==> src/rtl/bus_sequencer_pkg.sv <==
// Shared types and constants for the bus sequencer: state encoding,
// bus-source select indices and default widths.
package bus_sequencer_pkg;

  localparam int SEL_W = 24;
  localparam int OP_W  = 5;

  typedef enum logic [2:0] {
    IDLE  = 3'd0,
    T_A   = 3'd1,
    T_B   = 3'd2,
    T_WLO = 3'd3,
    T_WHI = 3'd4,
    DONE  = 3'd5
  } state_t;

  // bus_sel bit positions; R0..R15 occupy bits 0..15
  localparam int SEL_R0     = 0;
  localparam int SEL_HI     = 16;
  localparam int SEL_LO     = 17;
  localparam int SEL_ZHI    = 18;
  localparam int SEL_ZLO    = 19;
  localparam int SEL_PC     = 20;
  localparam int SEL_MDR    = 21;
  localparam int SEL_INPORT = 22;
  localparam int SEL_C      = 23;

endpackage

==> src/rtl/bus_sequencer_sel_decoder.sv <==
// 4-bit register index to 16-bit one-hot enable, gated by en.
module sel_decoder (
  input  logic [3:0]  idx,
  input  logic        en,
  output logic [15:0] onehot
);

  assign onehot = en ? (16'd1 << idx) : 16'd0;

endmodule

==> src/rtl/bus_sequencer.sv <==
// Register-transfer sequencer: A -> Y, B op Y -> Z, Z -> dst (or Z -> HI/LO).
// Macro BUS_SEQUENCER_HILO_EN enables the 64-bit HI/LO write-back path.
module bus_sequencer #(
  parameter int SEL_W = 24,
  parameter int OP_W  = 5
) (
  input  logic             clock,
  input  logic             clear_n,
  input  logic             start,
  input  logic [3:0]       src_a,
  input  logic [3:0]       src_b,
  input  logic [3:0]       dst,
  input  logic [OP_W-1:0]  op,
  input  logic             wide,
  output logic [SEL_W-1:0] bus_sel,
  output logic [15:0]      reg_in,
  output logic             y_in,
  output logic             z_in,
  output logic             hi_in,
  output logic             lo_in,
  output logic [OP_W-1:0]  alu_op,
  output logic             busy,
  output logic             done
);

  import bus_sequencer_pkg::*;

  state_t          state, state_next;
  logic [3:0]      a_q, b_q, dst_q;
  logic [OP_W-1:0] op_q;
  logic            wide_q;
  logic            wide_in;

`ifdef BUS_SEQUENCER_HILO_EN
  assign wide_in = wide;
`else
  logic unused_wide;
  assign unused_wide = wide;
  assign wide_in     = 1'b0;
`endif

  always_ff @(posedge clock or negedge clear_n) begin
    if (!clear_n) state <= IDLE;
    else          state <= state_next;
  end

  // Operands are captured only on acceptance, so later input changes are ignored
  always_ff @(posedge clock or negedge clear_n) begin
    if (!clear_n) begin
      a_q    <= '0;
      b_q    <= '0;
      dst_q  <= '0;
      op_q   <= '0;
      wide_q <= 1'b0;
    end else if (state == IDLE && start) begin
      a_q    <= src_a;
      b_q    <= src_b;
      dst_q  <= dst;
      op_q   <= op;
      wide_q <= wide_in;
    end
  end

  always_comb begin
    state_next = state;
    case (state)
      IDLE:  if (start) state_next = T_A;
      T_A:   state_next = T_B;
      T_B:   state_next = T_WLO;
`ifdef BUS_SEQUENCER_HILO_EN
      T_WLO: state_next = wide_q ? T_WHI : DONE;
      T_WHI: state_next = DONE;
`else
      T_WLO: state_next = DONE;
`endif
      DONE:  state_next = IDLE;
      default: state_next = IDLE;
    endcase
  end

  logic [3:0]  src_idx;
  logic        src_en, dst_en;
  logic [15:0] src_onehot, dst_onehot;

  assign src_idx = (state == T_A) ? a_q : b_q;
  assign src_en  = (state == T_A) || (state == T_B);
  assign dst_en  = (state == T_WLO) && !wide_q;

  sel_decoder u_src_dec (.idx(src_idx), .en(src_en), .onehot(src_onehot));
  sel_decoder u_dst_dec (.idx(dst_q),   .en(dst_en), .onehot(dst_onehot));

  always_comb begin
    bus_sel       = '0;
    bus_sel[15:0] = src_onehot;
    reg_in        = dst_onehot;
    y_in          = 1'b0;
    z_in          = 1'b0;
    hi_in         = 1'b0;
    lo_in         = 1'b0;
    alu_op        = '0;
    busy          = (state != IDLE);
    done          = 1'b0;
    case (state)
      T_A:   y_in = 1'b1;
      T_B: begin
        alu_op = op_q;
        z_in   = 1'b1;
      end
      T_WLO: begin
        bus_sel[SEL_ZLO] = 1'b1;
`ifdef BUS_SEQUENCER_HILO_EN
        lo_in = wide_q;
`endif
      end
`ifdef BUS_SEQUENCER_HILO_EN
      T_WHI: begin
        bus_sel[SEL_ZHI] = 1'b1;
        hi_in            = 1'b1;
      end
`endif
      DONE:  done = 1'b1;
      default: ;
    endcase
  end

endmodule
==> config.mk <==
export PLATFORM = sky130hd
export DESIGN_NAME = bus_sequencer
export DESIGN_NICKNAME = d
export VERILOG_FILES = /design/src/rtl/bus_sequencer_pkg.sv /design/src/rtl/bus_sequencer_sel_decoder.sv /design/src/rtl/bus_sequencer.sv
export SDC_FILE = /design/constraint.sdc
export NUM_CORES = 1
export LEC_CHECK = 0
export ABC_AREA = 1
export CAP_MARGIN = 0
export CORE_MARGIN = 2
export CORE_UTILIZATION = 41
export CTS_CLUSTER_DIAMETER = 50
export DETAILED_ROUTE_END_ITERATION = 8
export GPL_TIMING_DRIVEN = 0
export PLACE_DENSITY = 0.82
export SYNTH_ARGS = -nofsm -noshare
export SYNTH_HDL_FRONTEND = slang
export SYNTH_SLANG_ARGS = --single-unit
==> constraint.sdc <==
create_clock -name clock -period 2.9 [get_ports clock]
set_input_delay 0.725 -clock clock [delete_from_list [all_inputs] [get_ports clock]]
set_output_delay 0.725 -clock clock [all_outputs]
set_load 0.05 [all_outputs]
==> impl_metrics.tcl <==
set metrics [dict create \
    status "finished clean" \
    crit_type "flip-flop to output port" \
    h-tree-depth 1 \
    seqPwrFrac_pct 23.2 \
    synth_xor_area_share_pct 0 \
    synth_edf_count 0 \
    final-instance-count-excl-fill 299 \
    area_growth_pct 49.4 \
    wl_met1_um 1300 \
    worst_slew_pin_slew_ps 898 \
    synth_top_area_cell "dfrtp_1" \
    slew_viol_final 0 \
    routed_wl_um 3100 \
    cts_tree "yes" \
    synth_area_per_cell_um2 7.17 \
    firstDrtPassIters 4 \
    n_antenna_cell 0 \
    coreArea_mm2 0.00303 \
    post-dp-hpwl_um 2410 \
    routed-via-count 1356 \
    cap_violations 0 \
    netlist_top_cells_area "dfrtp_1 38%, nor2_1 16%, nand3_1 8.1%, buf_4 6.3%, a21oi_1 6.1%" \
    worst_hold_slack_ps 519 \
    dr.max_layer_used "met4" \
    yosys.area_share.simple_pct 40.1 \
    synth_seq_area_share_pct 38.4 \
    overflow 0 \
    wl_met3_um 197 \
    netlist.area_leader.share_pct 38.4 \
    num_io_pins 72 \
    min_path_type "flip-flop to flip-flop" \
    hold_violations 0 \
    numCtsBuffers 3 \
    relSlewSlack_pct 39.9 \
    grt_pass1_wl_um 5140 \
    ant_nets 0 \
    irDropWorstVdd_mv 0.546 \
    rsz0062_at_grt "no" \
    leakage_nw 1.04 \
    required_ps 2170 \
    finalCritPeriodShare_pct 95.8 \
    place_inst 295 \
    fin_setup_tns_ps 0 \
    cp_num_buf_inv 2 \
    start_util_pct 43.1 \
    place_area_mm2 0.00200 \
    synth-main-ff-cell "dfrtp_1" \
    wl_met2_um 1580 \
    die_w_um 60.4 \
    finalSetupViolCount 0 \
    design_area_mm2 0.00195 \
    dieArea_mm2 0.00365 \
    layout-drive-gt1-share_pct 19.2 \
    route.detailed.drc 0 \
    path_delay_family "buffers and inverters" \
    synth_top_family_by_area "simple AND/OR/NAND/NOR gates" \
    wl_per_cell_um 10.4 \
    grt_usage_pct 18.3 \
    critical-path-max-stage-delay_ps 810 \
    syn-cell-area_mm2 0.00131 \
    clock_sinks 20 \
    power.internal_w 0.000924 \
    nNetsFinal 277 \
    syn_inst 182 \
    grt_pass1_vias 1209 \
    worst_setup_path_start_kind "flip-flop" \
    p_per_area_mw_per_mm2 1100 \
    cp_max_fo 10 \
    ys_warn_count 0 \
    synth-compound-area-share_pct 7.09 \
    clkPwrFrac_pct 7.4 \
    clk_pin_slew_ps 110 \
    clock_latency_ps 290 \
    combPwrFrac_pct 69.4 \
    drt-initial-drc-count 33 \
    max_freq_ghz 0.360 \
    endpoint_kind "output port" \
    synthAdderAreaFrac_pct 0 \
    grt_max_degree 21 \
    critPathArrivalTime_ps 2050 \
    switchingPower_w 0.00123 \
    swShare_pct 57.0 \
    clk_path_buf_depth 2 \
    cp_slowest_cell "clkdlybuf4s50_1" \
    portBuffers 61 \
    crit_chain "buf_4 > nor2_4 > nand2_2 > nor2_1 > clkdlybuf4s50_1" \
    synthMuxAreaShare_pct 0 \
    synth.distinct_cells 20 \
    place_congestion 0.761 \
    clockRootBuffer "clkbuf_4" \
    async_flop_share_pct 100 \
    rows 20 \
    finalClockSkew_ps 1.73 \
    synth-seq-cells 20 \
    fin_crit_ps 2780 \
    die_y_um 60.4 \
    antenna_found_initial 0 \
    avgViaCountPerCell 4.54 \
]
-- state kept, by name (all words and copies together) (netlist names) --
signal / cells
op_q: 5
a_q: 4
b_q: 4
dst_q: 4
state: 3
-- routing by layer --
layer / track usage [%] / vias to the layer above
met3: 3.41 / 3
met4: 3.73 / 0
li1: - / 696
met5: 0 / -
met2: 33.5 / 40
met1: 22.6 / 617
-- power groups by stage --
stage	Clock (W)	Combinational (W)	Sequential, W
floorplan	0	0.00117	0.000485
global placement	0	0.00152	0.000498
detailed placement	0	0.00154	0.000502
CTS	0.000166	0.00151	0.000498
global route	0.000179	0.00163	0.000512
finish	0.000158	0.00149	0.000499
-- final timing paths --
| path | to | cells past startpoint | from | slack [ps] |
|---|---|---|---|---|
| setup / recovery | alu_op[3] | 5 | state[0]$_DFFE_PN0P_ | 120 |
| hold / removal | a_q[1]$_DFFE_PN0P_ | 2 | a_q[1]$_DFFE_PN0P_ | 520 |
| setup reg to reg | b_q[1]$_DFFE_PN0P_ | 6 | state[0]$_DFFE_PN0P_ | 1560 |
| hold reg to reg | a_q[1]$_DFFE_PN0P_ | 2 | a_q[1]$_DFFE_PN0P_ | 520 |
| max in group asynchronous | b_q[0]$_DFFE_PN0P_ | 1 | clear_n | 1430 |
| min in group asynchronous | op_q[4]$_DFFE_PN0P_ | 1 | clear_n | 920 |
-- Yosys cell counts (2+ instances only) --
cell / count
a21oi_1: 16
buf_2: 3
buf_4: 11
dfrtp_1: 20
inv_1: 21
nand2_1: 17
nand2_2: 3
nand2_4: 4
nand3_1: 21
nor2_1: 55
nor2_4: 2
-- worst register-to-register path, stage by stage (launching register included) --
cell	delay, ps
dfrtp_1	370
buf_4	180
nor2_4	130
nand3_2	140
buf_2	230
nor2_1	130
a21oi_1	50
-- layout by cell type, fill, tap and decap left out, types with 3 or more instances in the layout --
| cell | Yosys | routed |
|---|---|---|
| dfrtp_1 | 20 | 20 |
| nor2_1 | 55 | 55 |
| buf_2 | 3 | 3 |
| nand2_2 | 3 | 3 |
| nand2_4 | 4 | 4 |
| dlygate4sd2_1 | 0 | 6 |
| clkbuf_2 | 0 | 17 |
| nand3_1 | 21 | 21 |
| clkdlybuf4s15_1 | 0 | 9 |
| clkbuf_4 | 0 | 3 |
| a21oi_1 | 16 | 16 |
| clkdlybuf4s50_1 | 0 | 27 |
| nand2_1 | 17 | 17 |
| inv_1 | 21 | 21 |
| buf_4 | 11 | 11 |
| conb_1 | 1 | 9 |
-- final cells by class --
| class | instances | area, um^2 |
|---|---|---|
| fill | 281 | 1080 |
| tap | 44 | 55.1 |
| inverter | 22 | 87.6 |
| buffer | 14 | 97.6 |
| clock buffer | 4 | 36.3 |
| timing repair buffer | 61 | 523 |
| sequential | 20 | 500 |
| multi-input combinational | 134 | 649 |
-- timing repair --
item	in CTS	in global routing
setup endpoints to repair	32	28
hold buffers	0	0
setup buffers	0	0
resized for setup	32	45
-- logic make-up (layout without fill, tap and decap cells) --
family	after synthesis	in the layout
AND/OR/NAND/NOR	107	107
buffers and inverters	36	101
flip-flops	20	20
AO/OA/AOI/OAI	18	18
other	1	9
-- metrics by stage --
| stage | setup WS [ps] | util (%) | power, W |
|---|---|---|---|
| 3_5_place_dp | 150 | 66.1 | 0.00204 |
| 3_3_place_gp | 168 | 66.1 | 0.00202 |
| 6_report | 122 | 64.4 | 0.00215 |
| 2_1_floorplan | 390 | - | 0.00165 |
| 5_1_grt | 0.441 | 64.4 | 0.00232 |
| 4_1_cts | 70.0 | 66.0 | 0.00217 |
(Power assumes the default switching activity.)
